$ cat src/rtl/uart_tx_arbiter.sv
// Round-robin scheduler sharing one UART transmitter among four byte requesters.
// Grants one requester, strobes the transmitter, then waits out a full frame before the next grant.
module uart_tx_arbiter #(
    parameter int START_CLKS = 2,
    parameter int FRAME_CLKS = 104170,
    parameter int CNT_W      = 32
) (
    input  logic        clk,
    input  logic        reset,
    input  logic [3:0]  req_valid,
    input  logic [31:0] req_data,
    output logic [3:0]  req_ready,
    output logic        tx_start,
    output logic [7:0]  tx_data,
    output logic [1:0]  grant_id,
    output logic        busy,
    output logic        tx_done
);

    typedef enum logic [1:0] {
        IDLE,
        START,
        WAIT
    } state_t;

    localparam logic [CNT_W-1:0] START_LAST = CNT_W'(START_CLKS - 1);
    localparam logic [CNT_W-1:0] FRAME_LAST = CNT_W'(FRAME_CLKS - 1);

    state_t           state, state_nxt;
    logic [CNT_W-1:0] cnt, cnt_nxt;
    logic [1:0]       ptr, ptr_nxt;
    logic [1:0]       winner;
    logic [3:0]       ready_nxt;
    logic             start_nxt;
    logic             done_nxt;
    logic [7:0]       data_nxt;
    logic [1:0]       gid_nxt;

    // First pending requester found scanning upward from the pointer, wrapping mod 4.
    function automatic logic [1:0] rr_pick(input logic [3:0] valid, input logic [1:0] from);
        logic [1:0] idx;
        logic [1:0] pick;
        logic       found;
        pick  = from;
        found = 1'b0;
        for (int k = 0; k < 4; k++) begin
            idx = from + 2'(k);
            if (!found && valid[idx]) begin
                pick  = idx;
                found = 1'b1;
            end
        end
        return pick;
    endfunction

    assign winner = rr_pick(req_valid, ptr);
    assign busy   = (state != IDLE);

    always_comb begin
        state_nxt = state;
        cnt_nxt   = cnt;
        ptr_nxt   = ptr;
        ready_nxt = 4'b0000;
        start_nxt = 1'b0;
        done_nxt  = 1'b0;
        data_nxt  = tx_data;
        gid_nxt   = grant_id;
        case (state)
            IDLE: begin
                if (req_valid != 4'b0000) begin
                    data_nxt  = req_data[{winner, 3'b000} +: 8];
                    gid_nxt   = winner;
                    ready_nxt = 4'b0001 << winner;
                    ptr_nxt   = winner + 2'd1;
                    cnt_nxt   = '0;
                    start_nxt = 1'b1;
                    state_nxt = START;
                end
            end
            START: begin
                if (cnt == START_LAST) begin
                    cnt_nxt   = '0;
                    state_nxt = WAIT;
                end else begin
                    cnt_nxt   = cnt + 1'b1;
                    start_nxt = 1'b1;
                end
            end
            WAIT: begin
                // No busy flag from the transmitter, so the frame time is counted out here.
                if (cnt == FRAME_LAST) begin
                    cnt_nxt   = '0;
                    done_nxt  = 1'b1;
                    state_nxt = IDLE;
                end else begin
                    cnt_nxt = cnt + 1'b1;
                end
            end
            default: state_nxt = IDLE;
        endcase
    end

    always_ff @(posedge clk) begin
        if (!reset) begin
            state     <= IDLE;
            cnt       <= '0;
            ptr       <= 2'd0;
            req_ready <= 4'b0000;
            tx_start  <= 1'b0;
            tx_done   <= 1'b0;
            tx_data   <= 8'h00;
            grant_id  <= 2'd0;
        end else begin
            state     <= state_nxt;
            cnt       <= cnt_nxt;
            ptr       <= ptr_nxt;
            req_ready <= ready_nxt;
            tx_start  <= start_nxt;
            tx_done   <= done_nxt;
            tx_data   <= data_nxt;
            grant_id  <= gid_nxt;
        end
    end

endmodule

$ cat config.mk
export PLATFORM = sky130hd
export DESIGN_NAME = uart_tx_arbiter
export DESIGN_NICKNAME = d
export VERILOG_FILES = /design/src/rtl/uart_tx_arbiter.sv
export SDC_FILE = /design/constraint.sdc
export NUM_CORES = 1
export LEC_CHECK = 0
export ABC_AREA = 1
export CORE_AREA = 2 2 110 112
export CTS_CLUSTER_SIZE = 40
export DETAILED_ROUTE_END_ITERATION = 16
export DIE_AREA = 0 0 112 114
export SLEW_MARGIN = 0
export SYNTH_ARGS = -nofsm -noshare
export SYNTH_HDL_FRONTEND = slang
export SYNTH_SLANG_ARGS = --single-unit
$ cat constraint.sdc
create_clock -name clk -period 2.4 [get_ports clk]
set_input_delay 0.48 -clock clk [delete_from_list [all_inputs] [get_ports clk]]
set_output_delay 0.48 -clock clk [all_outputs]
set_load 0.02 [all_outputs]
==> results of run 1 <==
## worst paths after layout
kind,startpoint,to,slack [ns],cells past startpoint
worst max register to register,state[0],cnt[23],0.34,9
worst min register to register,tx_data[1],tx_data[1],0.45,2
worst max-delay path,state[0],busy,0.25,4
worst min-delay path,tx_data[1],tx_data[1],0.45,2
## cells in the final DEF (no fill, tap or decap), drive strengths merged
cell and count:
nand2 170, inv 70, nor2 65, clkdlybuf4s50 54, dfxtp 52, nand3 52, nor3 39, o21ai 18
buf 12, nand4 11, nand3b 11, a21oi 10, nor4 7, ha 7, xor2 6, clkbuf 5
xnor2 2, a31oi 2, or2 1, nor3b 1, o22ai 1, clkinv 1, clkinvlp 1
## critical path: stages, from the launching register on
cell and delay [ns]:
sky130_fd_sc_hd__dfxtp_1 0.37, sky130_fd_sc_hd__inv_1 0.10, sky130_fd_sc_hd__ha_1 0.26, sky130_fd_sc_hd__inv_1 0.06, sky130_fd_sc_hd__clkdlybuf4s50_1 0.59
## cell families (layout without fill, tap and decap cells)
| family | Yosys count | after routing | synth area share [%] |
|---|---|---|---|
| buffers and inverters | 83 | 143 | 10.8 |
| AND/OR/NAND/NOR | 357 | 357 | 49.0 |
| XOR/XNOR | 8 | 8 | 2.06 |
| adder cells (fa/ha/maj) | 7 | 7 | 2.57 |
| flip-flops | 52 | 52 | 30.6 |
| AO/OA/AOI/OAI | 31 | 31 | 4.99 |
## power by group through the flow
stage	Clock (µW)	Sequential, µW	Combinational, µW
6_report	727	1090	2320
4_1_cts	756	1090	2340
3_3_place_gp	0	1110	2310
2_1_floorplan	0	1210	1680
5_1_grt	785	1110	2600
3_5_place_dp	0	1110	2330
## state kept, by name, summed over array words and instances, names as in the netlist
| name | flops |
|---|---|
| cnt | 32 |
| grant_id | 2 |
| ptr | 2 |
| req_ready | 4 |
| state | 2 |
| tx_data | 8 |
| tx_done | 1 |
| tx_start | 1 |
## final cells by class
class	instances	share of cell area [%]
Sequential cell	52	24.4
Inverter	69	6.06
Tap cell	147	4.31
Clock buffer	5	2.93
Multi-Input combinational cell	403	46.8
Timing Repair Buffer	66	15.1
Clock inverter	3	0.498
## layer usage
| layer | routed length (µm) | track usage [%] |
|---|---|---|
| met5 | 0 | 0 |
| met4 | 128 | 4.80 |
| met3 | 638 | 3.19 |
| met2 | 3920 | 24.0 |
| met1 | 4260 | 18.6 |
## cell usage after synthesis
library cell / count / area [µm²]
sky130_fd_sc_hd__nand2_4: 3 / 33.8
sky130_fd_sc_hd__xor2_1: 6 / 52.6
sky130_fd_sc_hd__a21oi_4: 1 / 16.3
sky130_fd_sc_hd__a31oi_1: 2 / 12.5
sky130_fd_sc_hd__o21ai_0: 15 / 75.1
sky130_fd_sc_hd__nand2_1: 155 / 582
sky130_fd_sc_hd__nor2_8: 1 / 20.0
sky130_fd_sc_hd__ha_1: 7 / 87.6
sky130_fd_sc_hd__nand2_8: 2 / 40.0
sky130_fd_sc_hd__dfxtp_1: 52 / 1040
sky130_fd_sc_hd__nor4_1: 7 / 43.8
sky130_fd_sc_hd__nand4_1: 11 / 68.8
sky130_fd_sc_hd__nor3_1: 37 / 185
sky130_fd_sc_hd__clkbuf_1: 3 / 11.3
sky130_fd_sc_hd__nor3b_1: 1 / 7.51
sky130_fd_sc_hd__nand3_1: 51 / 255
sky130_fd_sc_hd__inv_2: 7 / 26.3
sky130_fd_sc_hd__nand3b_1: 11 / 82.6
sky130_fd_sc_hd__o22ai_1: 1 / 6.26
sky130_fd_sc_hd__nand2_2: 10 / 62.6
sky130_fd_sc_hd__nand3_4: 1 / 17.5
sky130_fd_sc_hd__buf_12: 1 / 20.0
sky130_fd_sc_hd__nor3_2: 2 / 20.0
sky130_fd_sc_hd__or2_2: 1 / 6.26
sky130_fd_sc_hd__o21ai_1: 3 / 15.0
sky130_fd_sc_hd__buf_4: 1 / 7.51
sky130_fd_sc_hd__inv_1: 62 / 233
sky130_fd_sc_hd__nor2_2: 2 / 12.5
sky130_fd_sc_hd__buf_2: 5 / 25.0
sky130_fd_sc_hd__buf_6: 4 / 45.0
sky130_fd_sc_hd__xnor2_1: 2 / 17.5
sky130_fd_sc_hd__nor2_1: 62 / 233
sky130_fd_sc_hd__a21oi_1: 9 / 45.0
## per-stage QoR
stage	setup WS (ns)	hold WS (ns)	utilization [%]	power (µW)	area, µm²
2_1_floorplan	0.675	0.458	-	2890	3410
5_1_grt	0.114	0.479	36.5	4490	4270
3_3_place_gp	-0.0435	0.439	35.2	3420	4130
6_report	0.248	0.450	36.5	4140	4270
3_5_place_dp	-0.0265	0.443	35.2	3440	4130
4_1_cts	0.243	0.456	36.5	4190	4270
==> summary.md, run 1 <==
| Metric | Value |
|---|---|
| All-Layer GR Usage | `14.4%` |
| Cell-internal power | `about 2200 µW` |
| Slew Viols, Final | `0` |
| Count of pins on the block boundary | `55` |
| Clock network fraction of design power | `~18%` |
| Core box area | `roughly 12000 µm²` |
| Number of instances in the synthesized netlist | `around 540` |
| Peak fanout along the critical path | `4` |
| Weighted congestion at the end of routability-driven global placement | `around 0.9` |
| Drt first-iter violations | `between 300 and 400` |
| Clock Sink Count | `between 50 and 60` |
| Required time of the critical path | `1.92 ns` |
| Measured slew at the worst slew-check pin | `0.424 ns` |
| Share of total power in combinational logic | `a little under three fifths` |
| Vias per std cell | `between 4 and 5` |
| Worst max-slew margin expressed relative to the limit | `71.5%` |
| Data arrival time of the critical path | `between 1.5 and 2 ns` |
| Post-cts sizing count | `0` |
| Remaining number of nets flagged by the antenna check after routing | `0` |
| Final-stage net count | `approximately 640` |
| Peak supply drop | `0.000638 V` |
| DRC violations left | `0` |
| Final Cycle Share | `between 80% and 90%` |
| Sw Pwr | `1900 µW` |
| Class of the most critical setup path | `register to output pin` |
| Finish-stage setup viols | `0` |
| Area added between synthesis and finish | `25.4%` |
| Avg WL per Cell | `between 10 and 15 µm` |
| Maximum number of buffers from clock root to sink | `2` |
| Max H-tree Level | `2` |
| Switching fraction of total power | `roughly 46%` |
| Highest Clock Rate | `about 0.46 GHz` |
| Kind of start point of the critical path | `register` |
| Final routed wirelength across all metal layers | `approximately 8900 µm` |
| Setup bufs post-CTS | `0` |
| Hold buffer count at cts | `0` |
| Status | `finished clean` |
| Leak pwr | `~0.0017 µW` |
| Layout cell share with drive strength beyond 1 | `8.36%` |
| Mapped cell area | `roughly 3400 µm²` |
| Summed negative setup slack over all endpoints | `0 ns` |
| Final-layout fill cell count | `between 1k and 1.5k` |
| Clock latency reported for the late side of the worst-skew pair | `approximately 0.30 ns` |
| Root Driver | `sky130_fd_sc_hd__clkbuf_16` |
| Clock tree from TritonCTS | `done` |
| Pin count of the biggest net entering global routing | `30` |
| Global-route wire length before repair | `around 15000 µm` |
| Warnings, synthesis | `0` |
| Placed instance count | `737` |
| Class of the tightest hold or removal check | `register to register` |
| Seq/Total Area, Yosys | `30.6%` |
| Fin. Hold Viols | `0` |
| Final worst path period need | `~2.2 ns` |
| Power share of the sequential group | `26.4%` |
| DRT Pass-1 Iters | `4` |
| Total of max-cap violations | `0` |
| Global route overflow | `0` |
| Worst clock skew | `0.00778 ns` |
| Initial standard-cell utilization of the core | `between 20% and 30%` |
| Nature of the critical path endpoint | `output pin` |
| Synth Area per Inst | `between 6 and 7 µm²` |
| Count of unique library cells instantiated by Yosys | `33` |
| Detailed Place HPWL | `approximately 6800 µm` |
| Cell area power density | `roughly 970 nW/µm²` |
| Area used by multi-input combinational logic | `between 1500 and 2000 µm²` |
| Vias | `3529` |
| Port buffer count | `54` |
| Core Rows | `40` |
| Die Area | `~13000 µm²` |
| Setup repair after global routing missed its margin | `false` |
| Number of CTS-inserted buffers | `5` |
| Clock-pin transition on the worst setup and hold timing paths | `0.07 ns` |
| Register area | `around 1000 µm²` |
| Initial antenna violation count | `0` |
| Antenna diodes | `0` |
| Die Width | `about 110 µm` |
| Layout Cells excl Fill | `745` |
| Number of global-route vias before repair | `3355` |
| Post-synth net total | `between 500 and 600` |
| Register bit total from synthesis | `52` |
| Die height | `about 110 µm` |
Note: power is estimated with default switching activity, not from simulation.
==> inputs of run 2 (changes only) <==
- HOLD_SLACK_MARGIN: not set -> 0.02
==> results of run 2 <==
No change in the layout: final DEF, timing and power equal those of run 1.
